$ cat src/rtl/queue_pop_stage.sv
// queue_pop_stage: consumer-side front end for the circular FIFO `queue`.
// Pops the queue whenever it is non-empty and the 2-entry output stage has
// room. The popped entries are handed downstream over valid/ready.
// Optional macro QPOP_STATS_EN adds saturating pop and stall counters.
//
// Handshake: an entry moves downstream on any posedge where valid_OUT and
// ready_IN are both high. Once valid_OUT rises, it stays high with data_OUT
// stable until that transfer happens. The exceptions are flush_IN and reset.
// ready_IN is ignored while valid_OUT is low.
module queue_pop_stage #(
   parameter int DATA_WIDTH  = 32,
   parameter int COUNT_WIDTH = 16
) (
   input  logic                  clk,
   input  logic                  reset,
   input  logic                  flush_IN,
   input  logic                  q_emptyFlag_IN,
   input  logic [DATA_WIDTH-1:0] q_data_IN,
   output logic                  q_popReq_OUT,
   output logic                  valid_OUT,
   output logic [DATA_WIDTH-1:0] data_OUT,
   input  logic                  ready_IN,
   output logic [1:0]            state_debug
`ifdef QPOP_STATS_EN
   ,
   output logic [COUNT_WIDTH-1:0] popCount_OUT,
   output logic [COUNT_WIDTH-1:0] stallCount_OUT
`endif
);

   // The encoding equals the number of entries held, which makes debug easy to read.
   localparam logic [1:0] S_EMPTY = 2'd0;
   localparam logic [1:0] S_ONE   = 2'd1;
   localparam logic [1:0] S_TWO   = 2'd2;

   logic [1:0]            state, state_nxt;
   logic [DATA_WIDTH-1:0] mainData, skidData;
   logic                  pop, xfer;
   logic                  main_load, main_from_skid, skid_load;

   assign data_OUT     = mainData;
   assign valid_OUT    = (state != S_EMPTY) && !flush_IN;
   // The pop request never looks at ready_IN. The skid register absorbs the one-cycle lag.
   assign q_popReq_OUT = !q_emptyFlag_IN && (state != S_TWO) && !flush_IN && reset;
   assign pop          = q_popReq_OUT;
   assign xfer         = valid_OUT && ready_IN;
   assign state_debug  = state;

   // Next-state and data-register load decisions.
   always_comb begin
      state_nxt      = state;
      main_load      = 1'b0;
      main_from_skid = 1'b0;
      skid_load      = 1'b0;
      case (state)
         S_EMPTY: begin
            if (pop) begin
               state_nxt = S_ONE;
               main_load = 1'b1;
            end
         end
         S_ONE: begin
            if (pop && xfer) begin
               main_load = 1'b1;
            end else if (pop) begin
               state_nxt = S_TWO;
               skid_load = 1'b1;
            end else if (xfer) begin
               state_nxt = S_EMPTY;
            end
         end
         S_TWO: begin
            if (xfer) begin
               state_nxt      = S_ONE;
               main_from_skid = 1'b1;
            end
         end
         default: state_nxt = S_EMPTY;
      endcase
   end

   // State and data registers. Reset clears everything. Flush only empties the state.
   always_ff @(posedge clk) begin
      if (!reset) begin
         state    <= S_EMPTY;
         mainData <= '0;
         skidData <= '0;
      end else if (flush_IN) begin
         state <= S_EMPTY;
      end else begin
         state <= state_nxt;
         if (main_load)      mainData <= q_data_IN;
         if (main_from_skid) mainData <= skidData;
         if (skid_load)      skidData <= q_data_IN;
      end
   end

`ifdef QPOP_STATS_EN
   logic [COUNT_WIDTH-1:0] pop_cnt, stall_cnt;
   assign popCount_OUT   = pop_cnt;
   assign stallCount_OUT = stall_cnt;

   // Saturating statistics counters. Flush does not affect them.
   always_ff @(posedge clk) begin
      if (!reset) begin
         pop_cnt   <= '0;
         stall_cnt <= '0;
      end else begin
         if (pop && (pop_cnt != '1))
            pop_cnt <= pop_cnt + 1'b1;
         if (valid_OUT && !ready_IN && (stall_cnt != '1))
            stall_cnt <= stall_cnt + 1'b1;
      end
   end
`else
   // Statistics counters are not built.
`endif

endmodule

$ cat config.mk
export PLATFORM = sky130hd
export DESIGN_NAME = queue_pop_stage
export DESIGN_NICKNAME = d
export VERILOG_FILES = /design/src/rtl/queue_pop_stage.sv
export SDC_FILE = /design/constraint.sdc
export NUM_CORES = 1
export LEC_CHECK = 0
export BUFFER_PORTS_ARGS = -buffer_cell sky130_fd_sc_hd__buf_2
export CAP_MARGIN = 5
export CORE_AREA = 5 5 87 89
export CTS_CLUSTER_DIAMETER = 200
export CTS_CLUSTER_SIZE = 8
export DETAILED_ROUTE_END_ITERATION = 8
export DIE_AREA = 0 0 92 94
export GPL_TIMING_DRIVEN = 0
export PLACE_DENSITY = 0.74
export SYNTH_ARGS = -nofsm -noshare
export SYNTH_HDL_FRONTEND = slang
export SYNTH_SLANG_ARGS = --single-unit
$ cat constraint.sdc
create_clock -name clk -period 1.5 [get_ports clk]
set_input_delay 0.375 -clock clk [delete_from_list [all_inputs] [get_ports clk]]
set_output_delay 0.375 -clock clk [all_outputs]
set_load 0.02 [all_outputs]
# Word level (Yosys, flattened, before mapping)
# Index checks and enable logic that the tools add are counted.
# Widths: inputs -> output; s select.
# word_totals
register_bits,66
output_inout_bits,36
# op_classes
bitwise,2
n_eq_ne,7
n_mux,15
n_reduce_logical,15
# op_table
operator,n
$mux 32,2
$mux 2,5
$ne 2x2->1 const B,4
$logic_and 1x1->1,6
$mux 1,6
$pmux 2 s3,1
$reduce_and 2->1,2
$reduce_and 4->1,1
$reduce_bool 2->1,2
$ne 3x3->1 const B,1
$eq 2x1->1 const B,1
$eq 2x2->1 const B,1
$logic_not 1->1,2
$logic_not 2->1,1
$not 1->1,2
$pmux 1 s2,1
$reduce_or 2->1,1

# Longest topological paths before layout
# Gate-level depths: netlist (run 1).
# logic_depth
depth_word,9
ltp_mapped,6
mapped_depth_nobuf,3

# Worst setup path before layout (run 1)
# No wires, ideal clock.
# synth_path
path_kind,reg2out
from,"reg state[0], in the netlist state_debug[0]"
to,out q_popReq_OUT
path_buffers,1
path_slack_ns,-0.141
arrival_ns,1.266
stages_incl_launch_ff,4
cell_sequence,dfxtp_1 > buf_6 > and2b_1 > nor3_1
# synth_between
elab_chain_cells,4
# synth_rtl
element,line,rtl
"start, declared",36,"logic [1:0] state, state_nxt;"
"start signal, assigned",91,state <= state_nxt;
$ne 2x2->1,44,assign q_popReq_OUT = !q_emptyFlag_IN && (state != S_TWO) && !flush_IN && reset;
$logic_and 1x1->1 (3 in series),44,
"end, declared",19,"output logic q_popReq_OUT,"
# No other way between the ends.

# Final worst setup path (run 1)
# layout_path
from,"reg state[1], in the netlist state_debug[1]"
to,reg skidData[6]
# layout_between
elab_chain_cells,8
word_cells_on_any_way,13
# layout_rtl
element,line,rtl
$ne 2x2->1,44,
$logic_and 1x1->1 (3 in series),44,
$mux 1 / $logic_and 1x1->1 (equally long branches),"65, 63",
$mux 1,63,if (pop && xfer) begin
$mux 1 (*),55,case (state)
$reduce_and 2->1 (no source line) (*),--,
"end signal, assigned",94,if (skid_load) skidData <= q_data_IN;
"end, declared",37,"logic [DATA_WIDTH-1:0] mainData, skidData;"
# Every way passes the cells marked *; elsewhere a longest branch is shown, timed or not.
# A chain may end at the register's enable or synchronous reset.

==> impl_metrics.prom, run 1 <==
# TYPE chip_impl_metric gauge
chip_impl_info{name="result_of_the_run",value="finished, violations left"} 1
chip_impl_info{name="violations_in_the_final_reports",value="setup timing"} 1
chip_impl_info{name="leading_post_synthesis_cells_by_cell_area",value="sky130_fd_sc_hd__dfxtp_1 42%, sky130_fd_sc_hd__a221oi_2 14%, sky130_fd_sc_hd__mux2i_1 10%, sky130_fd_sc_hd__a21oi_1 5.6%, sky130_fd_sc_hd__nand3_1 5.1%"} 1
chip_impl_metric{name="num_io_pins",unit=""} 73
chip_impl_metric{name="area_share_of_the_leading_cell_type_in_the_synthesized_netlist",unit=""} 0.4246
chip_impl_metric{name="cts-buffers-inserted",unit=""} 9
chip_impl_metric{name="nNetsFinal",unit=""} 447
chip_impl_metric{name="seq_area_frac_synth",unit=""} 0.4246
chip_impl_metric{name="via_count",unit=""} 2820
chip_impl_metric{name="placementRows",unit=""} 30
chip_impl_metric{name="timing.reg2reg.worst_path_depth",unit=""} 5
chip_impl_info{name="hold_start",value="q_data_IN[27]"} 1
chip_impl_info{name="path_cells",value="buf_6 -> or4b_4 -> clkbuf_16 -> o21ai_2 -> a21oi_1"} 1
chip_impl_metric{name="dp_hpwl",unit="mm"} 5.466
chip_impl_info{name="r2r_end",value="skidData[6]"} 1
chip_impl_metric{name="post_synth_instance_area",unit="sq um"} 3112
chip_impl_metric{name="track_usage",unit=""} 0.1959
chip_impl_metric{name="power.ir.vdd_worst",unit="V"} 0.0006961
chip_impl_metric{name="fp.dieW",unit="um"} 92
chip_impl_metric{name="grt_first_pass_wirelength",unit="mm"} 13.55
chip_impl_metric{name="synth_nets",unit=""} 356
chip_impl_metric{name="clkTransAtPathRegs",unit="ns"} 0.07
chip_impl_info{name="layout_commonest_cell",value="sky130_fd_sc_hd__buf_2"} 1
chip_impl_metric{name="fin_area",unit="sq um"} 4208
chip_impl_info{name="startpoint_type",value="register"} 1
chip_impl_metric{name="ys_warn_count",unit=""} 0
chip_impl_metric{name="share_seq_of_total_power",unit=""} 0.458
chip_impl_info{name="cts-root-buf",value="sky130_fd_sc_hd__clkbuf_8"} 1
chip_impl_metric{name="clockPowerShare",unit=""} 0.406
chip_impl_metric{name="gpl.final_weighted_congestion",unit=""} 0.7710
chip_impl_metric{name="drt_iter0_markers",unit=""} 152
chip_impl_metric{name="powerDensity",unit="nW/um^2"} 952.6
chip_impl_metric{name="fin_skew",unit="ns"} 0.008024
chip_impl_metric{name="worst_hold_path_cells",unit=""} 3
chip_impl_metric{name="port_buffers",unit=""} 72
chip_impl_metric{name="synthesis.instances",unit=""} 319
chip_impl_metric{name="critical-path-max-stage-delay",unit="ns"} 0.59
chip_impl_metric{name="slew_violations",unit=""} 0
chip_impl_metric{name="grt_start_max_net_pins",unit=""} 12
chip_impl_metric{name="first_global_vias",unit=""} 2793
chip_impl_metric{name="dpl_cell_area",unit="sq um"} 3585
chip_impl_metric{name="finalHoldViolations",unit=""} 0
chip_impl_metric{name="period_minus_slack",unit="ns"} 1.597
chip_impl_info{name="r2r_start",value="state_debug[1]"} 1
chip_impl_metric{name="worst_ep_arrival_time",unit="ns"} 1.80
chip_impl_metric{name="relSlewSlack",unit=""} 0.4437
chip_impl_info{name="timing.hold.worst_endpoint",value="skidData[27]"} 1
chip_impl_metric{name="min_period_over_period",unit=""} 1.065
chip_impl_metric{name="die-area",unit="sq um"} 8648
chip_impl_metric{name="routed_via_density",unit=""} 5.709
chip_impl_metric{name="static_leakage",unit="nW"} 1.756
chip_impl_metric{name="post_synth_num_cell_types",unit=""} 28
chip_impl_metric{name="synth.ff_latch_count",unit=""} 66
chip_impl_info{name="min-delay-path-class",value="in2reg"} 1
chip_impl_metric{name="timing.max_cap.violations",unit=""} 0
chip_impl_metric{name="worstPathRequired",unit="ns"} 1.70
chip_impl_metric{name="totalNegativeSetupSlack",unit="ns"} -2.053
chip_impl_metric{name="total_power",unit="mW"} 4.008
chip_impl_info{name="commonest_non_fill_non_tap_cells_in_the_layout",value="72 x sky130_fd_sc_hd__buf_2, 64 x sky130_fd_sc_hd__dfxtp_1, 36 x sky130_fd_sc_hd__nor2_1"} 1
chip_impl_metric{name="initial_antenna_violation_count",unit=""} 0
chip_impl_metric{name="final_layout_size_suffix_gt1_frac",unit=""} 0.4758
chip_impl_metric{name="netSwitchingFraction",unit=""} 0.2582
chip_impl_metric{name="area.growth.synth_to_final",unit="%"} 35.22
chip_impl_metric{name="worst-path-buf-inv",unit=""} 2
chip_impl_metric{name="drt-total-wl",unit="mm"} 8.875
chip_impl_info{name="rsz0062_at_grt",value="true"} 1
chip_impl_metric{name="postSynthAreaPerCell",unit="sq um"} 9.755
chip_impl_metric{name="worst-path-max-fanout",unit=""} 7
chip_impl_metric{name="timing.final.setup_violations",unit=""} 37
chip_impl_metric{name="post-route-worst-setup-slack",unit="ns"} -0.09707
chip_impl_info{name="critPathKind",value="reg2reg"} 1
chip_impl_metric{name="floorplan.initialDensity",unit=""} 0.4657
chip_impl_metric{name="worst-slew-pin-transition",unit="ns"} 0.8344
chip_impl_info{name="crit_path_top_delay_cell",value="sky130_fd_sc_hd__or4b_4"} 1
chip_impl_metric{name="regToRegSetupSlack",unit="ns"} -0.1
chip_impl_metric{name="max_root_sink_buffers",unit=""} 2
chip_impl_info{name="crit_path_end_kind",value="register"} 1
chip_impl_info{name="netlist.top_cell.by_area",value="sky130_fd_sc_hd__dfxtp_1"} 1
chip_impl_metric{name="antenna_violating_nets_post_route",unit=""} 0
chip_impl_metric{name="detail_route.wl_per_cell",unit="um"} 17.97
chip_impl_metric{name="insertedDiodeCount",unit=""} 0
chip_impl_metric{name="worst_skew_pair.late_latency",unit="ns"} 0.34
chip_impl_metric{name="count_of_h_tree_levels_built_during_cts",unit=""} 3
chip_impl_metric{name="power_frac_comb",unit=""} 0.137
chip_impl_metric{name="final_core_utilization",unit=""} 0.6298
chip_impl_metric{name="cell_internal_pwr",unit="mW"} 2.973
chip_impl_metric{name="placeableCoreArea",unit="sq um"} 6681
chip_impl_info{name="cts_tree",value="built"} 1
chip_impl_metric{name="numClockSinks",unit=""} 66
chip_impl_info{name="critPathTopFamily",value="simple AND/OR/NAND/NOR gates"} 1
chip_impl_metric{name="grt_overflow",unit=""} 0
chip_impl_metric{name="fmax",unit="GHz"} 0.6261
chip_impl_metric{name="die-height",unit="um"} 94
chip_impl_metric{name="detail_route.first_pass.iterations",unit=""} 4
chip_impl_metric{name="drcViolationCount",unit=""} 0
chip_impl_metric{name="net-switching-power",unit="mW"} 1.035
## per-stage QoR
stage | setup WS [ns] | hold WS (ns) | instances
CTS | -0.09787 | 0.2835 | 491
global placement | -0.3277 | 0.4641 | 471
global route | -0.1443 | 0.2977 | 494
finish | -0.09707 | 0.2958 | 494
floorplan | 0.01333 | 0.4468 | 319
detailed placement | -0.3154 | 0.4717 | 471
## flip-flops by register name (all words and copies together) (netlist names)
| register | count |
|---|---|
| skidData | 32 |
| data_OUT | 32 |
| state_debug | 2 |
## power groups by stage
stage | Clock [mW] | Sequential [mW] | Combinational (mW)
after global routing | 1.73 | 1.84 | 0.589
final | 1.63 | 1.83 | 0.547
after CTS | 1.64 | 1.83 | 0.504
after global placement | 0 | 1.87 | 0.475
after floorplan | 0 | 1.93 | 0.245
after detailed placement | 0 | 1.87 | 0.481
## cell type report
class / instances / area [sq um]
Buffer: 33 / 287.8
Clock buffer: 14 / 183.9
Clock inverter: 1 / 30.03
Fill cell: 542 / 2474
Inverter: 2 / 7.507
Multi-Input combinational cell: 216 / 1754
Sequential cell: 66 / 1326
Tap cell: 80 / 100.1
Timing Repair Buffer: 82 / 518.0
## metal layers
layer	GRT usage	share of wire	vias up
li1	-	-	1368
met1	0.2472	0.43	1350
met2	0.3218	0.49	88
met3	0.04968	0.057	14
met4	0.07550	0.016	0
met5	0	0	-
## timing repair
| item | 4_1_cts | 5_1_grt |
|---|---|---|
| hold endpoints to repair | 0 | 0 |
| buffers inserted | 6 | 0 |
| gates cloned | 1 | 3 |
| hold buffers | 0 | 0 |
| pin swaps | 3 | 18 |
| resized for setup | 21 | 63 |
| endpoints found under the setup margin | 62 | 65 |
## worst max-delay path by stage
stage	from	endpoint	slack (ns)	depth (start not counted)
after CTS	state_debug[1]	q_popReq_OUT	-0.1	4
after global placement	flush_IN	q_popReq_OUT	-0.33	5
after global routing	state_debug[1]	q_popReq_OUT	-0.14	4
after floorplan	state_debug[0]	data_OUT[10]	0.01	6
after detailed placement	flush_IN	q_popReq_OUT	-0.32	5
final	state_debug[1]	skidData[6]	-0.1	5
## cell usage after synthesis
cell and number:
sky130_fd_sc_hd__and4bb_1 1, sky130_fd_sc_hd__nand4_1 1, sky130_fd_sc_hd__a221oi_2 30, sky130_fd_sc_hd__or2_2 1, sky130_fd_sc_hd__buf_2 9, sky130_fd_sc_hd__nor3_1 2, sky130_fd_sc_hd__a221oi_1 2, sky130_fd_sc_hd__o21ai_1 32
sky130_fd_sc_hd__nand3b_1 1, sky130_fd_sc_hd__buf_4 3, sky130_fd_sc_hd__nor4b_2 1, sky130_fd_sc_hd__nand3_1 32, sky130_fd_sc_hd__a21oi_1 35, sky130_fd_sc_hd__clkbuf_1 15, sky130_fd_sc_hd__nand2b_1 2, sky130_fd_sc_hd__dfxtp_1 66
sky130_fd_sc_hd__nand4bb_1 1, sky130_fd_sc_hd__inv_2 1, sky130_fd_sc_hd__mux2i_1 32, sky130_fd_sc_hd__buf_6 8, sky130_fd_sc_hd__o21a_1 1, sky130_fd_sc_hd__or4b_4 1, sky130_fd_sc_hd__nand2_1 1, sky130_fd_sc_hd__a41o_4 1
sky130_fd_sc_hd__inv_1 1, sky130_fd_sc_hd__nor2_1 36, sky130_fd_sc_hd__and2b_1 2, sky130_fd_sc_hd__or2b_1 1
## tightest hold or removal path, cell delays in order
cell                      delay [ns]
sky130_fd_sc_hd__buf_2          0.11
sky130_fd_sc_hd__nand3_1        0.06
sky130_fd_sc_hd__a21oi_1        0.05
## cells by family (layout without fill, tap and decap cells)
group | count (synthesis) | count (layout) | synth area share
flops | 66 | 66 | 0.4246
simple gates | 83 | 83 | 0.1339
mux | 32 | 32 | 0.1029
compound gates | 101 | 101 | 0.2674
buf+inv | 37 | 132 | 0.07117
No activity file was read; power rests on OpenSTA's default activity.
==> run 2: changes to the inputs <==
==> constraint.sdc (replaced) <==
create_clock -name clk -period 1.5 [get_ports clk]
set_input_delay 0.075 -clock clk [delete_from_list [all_inputs] [get_ports clk]]
set_output_delay 0.075 -clock clk [all_outputs]
set_load 0.02 [all_outputs]
==> impl_metrics.prom, run 2 (synthesis results as in run 1) <==
# TYPE chip_impl_metric gauge
chip_impl_metric{name="insertedDiodeCount",unit=""} 0
chip_impl_info{name="result_of_the_run",value="finished, violations left"} 1
chip_impl_metric{name="static_leakage",unit="nW"} 1.779
chip_impl_metric{name="placeableCoreArea",unit="sq um"} 6681
chip_impl_metric{name="period_minus_slack",unit="ns"} 1.619
chip_impl_metric{name="drt-total-wl",unit="mm"} 8.850
chip_impl_metric{name="cell_internal_pwr",unit="mW"} 2.994
chip_impl_metric{name="worstPathRequired",unit="ns"} 1.71
chip_impl_metric{name="floorplan.initialDensity",unit=""} 0.4657
chip_impl_metric{name="worst-slew-pin-transition",unit="ns"} 0.8624
chip_impl_metric{name="final_layout_size_suffix_gt1_frac",unit=""} 0.4741
chip_impl_metric{name="clkTransAtPathRegs",unit="ns"} 0.07
chip_impl_metric{name="track_usage",unit=""} 0.2042
chip_impl_metric{name="netSwitchingFraction",unit=""} 0.2590
chip_impl_info{name="violations_in_the_final_reports",value="hold timing, setup timing"} 1
chip_impl_info{name="commonest_non_fill_non_tap_cells_in_the_layout",value="76 x sky130_fd_sc_hd__buf_2, 64 x sky130_fd_sc_hd__dfxtp_1, 35 x sky130_fd_sc_hd__nor2_1"} 1
chip_impl_metric{name="worst_skew_pair.late_latency",unit="ns"} 0.34
chip_impl_metric{name="area.growth.synth_to_final",unit="%"} 35.91
chip_impl_metric{name="min_period_over_period",unit=""} 1.079
chip_impl_metric{name="net-switching-power",unit="mW"} 1.047
chip_impl_metric{name="routed_via_density",unit=""} 5.736
chip_impl_metric{name="powerDensity",unit="nW/um^2"} 955.5
chip_impl_metric{name="detail_route.wl_per_cell",unit="um"} 17.56
chip_impl_metric{name="clockPowerShare",unit=""} 0.412
chip_impl_metric{name="fin_skew",unit="ns"} 0.007805
chip_impl_info{name="crit_path_start",value="state_debug[1]"} 1
chip_impl_metric{name="first_global_vias",unit=""} 2850
chip_impl_metric{name="num_io_pins",unit=""} 73
chip_impl_metric{name="numClockSinks",unit=""} 66
chip_impl_metric{name="relSlewSlack",unit=""} 0.4251
chip_impl_metric{name="initial_antenna_violation_count",unit=""} 0
chip_impl_metric{name="placementRows",unit=""} 30
chip_impl_info{name="cts-root-buf",value="sky130_fd_sc_hd__clkbuf_8"} 1
chip_impl_metric{name="die-area",unit="sq um"} 8648
chip_impl_metric{name="share_seq_of_total_power",unit=""} 0.454
chip_impl_metric{name="whs",unit="ns"} -0.003477
chip_impl_metric{name="power_frac_comb",unit=""} 0.134
chip_impl_metric{name="timing.final.setup_violations",unit=""} 62
chip_impl_metric{name="drcViolationCount",unit=""} 0
chip_impl_metric{name="gpl.final_weighted_congestion",unit=""} 0.7832
chip_impl_metric{name="finalHoldViolations",unit=""} 1
chip_impl_metric{name="grt_overflow",unit=""} 0
chip_impl_metric{name="dp_hpwl",unit="mm"} 5.547
chip_impl_info{name="hold_start",value="q_data_IN[11]"} 1
chip_impl_info{name="min-delay-path-class",value="in2reg"} 1
chip_impl_info{name="rsz0062_at_grt",value="true"} 1
chip_impl_metric{name="post-route-worst-setup-slack",unit="ns"} -0.1192
chip_impl_metric{name="via_count",unit=""} 2891
chip_impl_info{name="critPathKind",value="reg2reg"} 1
chip_impl_metric{name="dpl_cell_area",unit="sq um"} 3580
chip_impl_info{name="crit_path_end_kind",value="register"} 1
chip_impl_metric{name="total_power",unit="mW"} 4.041
chip_impl_metric{name="slew_violations",unit=""} 0
chip_impl_metric{name="totalNegativeSetupSlack",unit="ns"} -3.870
chip_impl_metric{name="final-seq-area",unit="sq um"} 1326
chip_impl_metric{name="nNetsFinal",unit=""} 456
chip_impl_metric{name="multi_input_comb_area",unit="sq um"} 1769
chip_impl_metric{name="antenna_violating_nets_post_route",unit=""} 0
chip_impl_info{name="layout_commonest_cell",value="sky130_fd_sc_hd__buf_2"} 1
chip_impl_metric{name="timing.max_cap.violations",unit=""} 0
chip_impl_metric{name="fmax",unit="GHz"} 0.6176
chip_impl_metric{name="power.ir.vdd_worst",unit="V"} 0.0005903
chip_impl_metric{name="worst-path-max-fanout",unit=""} 7
chip_impl_metric{name="max_root_sink_buffers",unit=""} 2
chip_impl_info{name="cts_tree",value="built"} 1
chip_impl_metric{name="drt_iter0_markers",unit=""} 144
chip_impl_metric{name="worst_ep_arrival_time",unit="ns"} 1.83
chip_impl_metric{name="nFillCells",unit=""} 571
chip_impl_metric{name="grt_first_pass_wirelength",unit="mm"} 13.99
chip_impl_metric{name="grt_start_max_net_pins",unit=""} 12
chip_impl_metric{name="detail_route.first_pass.iterations",unit=""} 4
chip_impl_info{name="startpoint_type",value="register"} 1
chip_impl_metric{name="port_buffers",unit=""} 72
chip_impl_info{name="r2r_start",value="state_debug[1]"} 1
chip_impl_metric{name="die-height",unit="um"} 94
chip_impl_metric{name="fp.dieW",unit="um"} 92
chip_impl_metric{name="fin_area",unit="sq um"} 4229
chip_impl_metric{name="cts-buffers-inserted",unit=""} 9
chip_impl_metric{name="count_of_h_tree_levels_built_during_cts",unit=""} 3
## run 2: cell count changes in the layout (fill, tap and decap cells not counted), sizes merged
cell / previous run / this run
clkbuf: 34 / 27
dlygate4sd3: 0 / 8
inv: 2 / 3
bufinv: 1 / 2
clkinv: 0 / 2
buf: 95 / 100
## run 2: power by group through the flow
stage | logic, mW | clock network, mW | registers, mW
6_report | 0.543 | 1.66 | 1.83
5_1_grt | 0.584 | 1.76 | 1.84
4_1_cts | 0.525 | 1.68 | 1.83
3_5_place_dp | 0.480 | 0 | 1.87
3_3_place_gp | 0.473 | 0 | 1.87
2_1_floorplan | 0.244 | 0 | 1.93
## run 2: worst max-delay path: stages, from the launching register on
cell and delay (ns):
sky130_fd_sc_hd__dfxtp_2 0.33, sky130_fd_sc_hd__buf_6 0.13, sky130_fd_sc_hd__or4b_4 0.62, sky130_fd_sc_hd__buf_6 0.19, sky130_fd_sc_hd__o21ai_2 0.13, sky130_fd_sc_hd__a21oi_1 0.09
## run 2: worst paths after layout
check	to	slack [ns]	depth (start not counted)
hold / removal	skidData[11]	-0.003	3
setup reg to reg	skidData[23]	-0.12	5
hold reg to reg	skidData[8]	0.46	2
setup / recovery	skidData[23]	-0.12	5
## run 2: through the flow
stage | worst slack (ns) | utilization | hold WS [ns] | instances
final | -0.1192 | 0.6330 | -0.003477 | 504
after global routing | -0.1524 | 0.6330 | 0.002355 | 504
after CTS | -0.08855 | 0.6107 | 0.0003863 | 501
after detailed placement | -0.1848 | 0.5358 | 0.3463 | 471
after global placement | -0.1547 | 0.5358 | 0.3396 | 471
after floorplan | 0.01333 | - | 0.1468 | 319
## run 2: cell type report
class                   instances  area share
multi-input cells             216      0.4183
flip-flops and latches         66      0.3136
well taps                      80     0.02367
inverters                       2    0.001775
clock inverters                 5     0.01805
plain buffers                  34     0.06006
repair buffers                 90      0.1311
clock buffers                  11     0.03343
## run 2: routing by layer
metal | routed length [um] | track usage | vias up
li1 | - | - | 1390
met5 | 0 | 0 | -
met4 | 108 | 0.08045 | 0
met1 | 3824 | 0.2542 | 1397
met2 | 4456 | 0.3449 | 94
met3 | 460 | 0.04327 | 10
## run 2: what timing repair did
item                                   in CTS  in global routing
endpoints found under the hold margin       8                  0
setup endpoints to repair                  60                 65
gates cloned                                3                  1
resized for setup                          45                 30
buffers inserted                            3                  3
hold buffers                                8                  0
pin swaps                                  31                  9
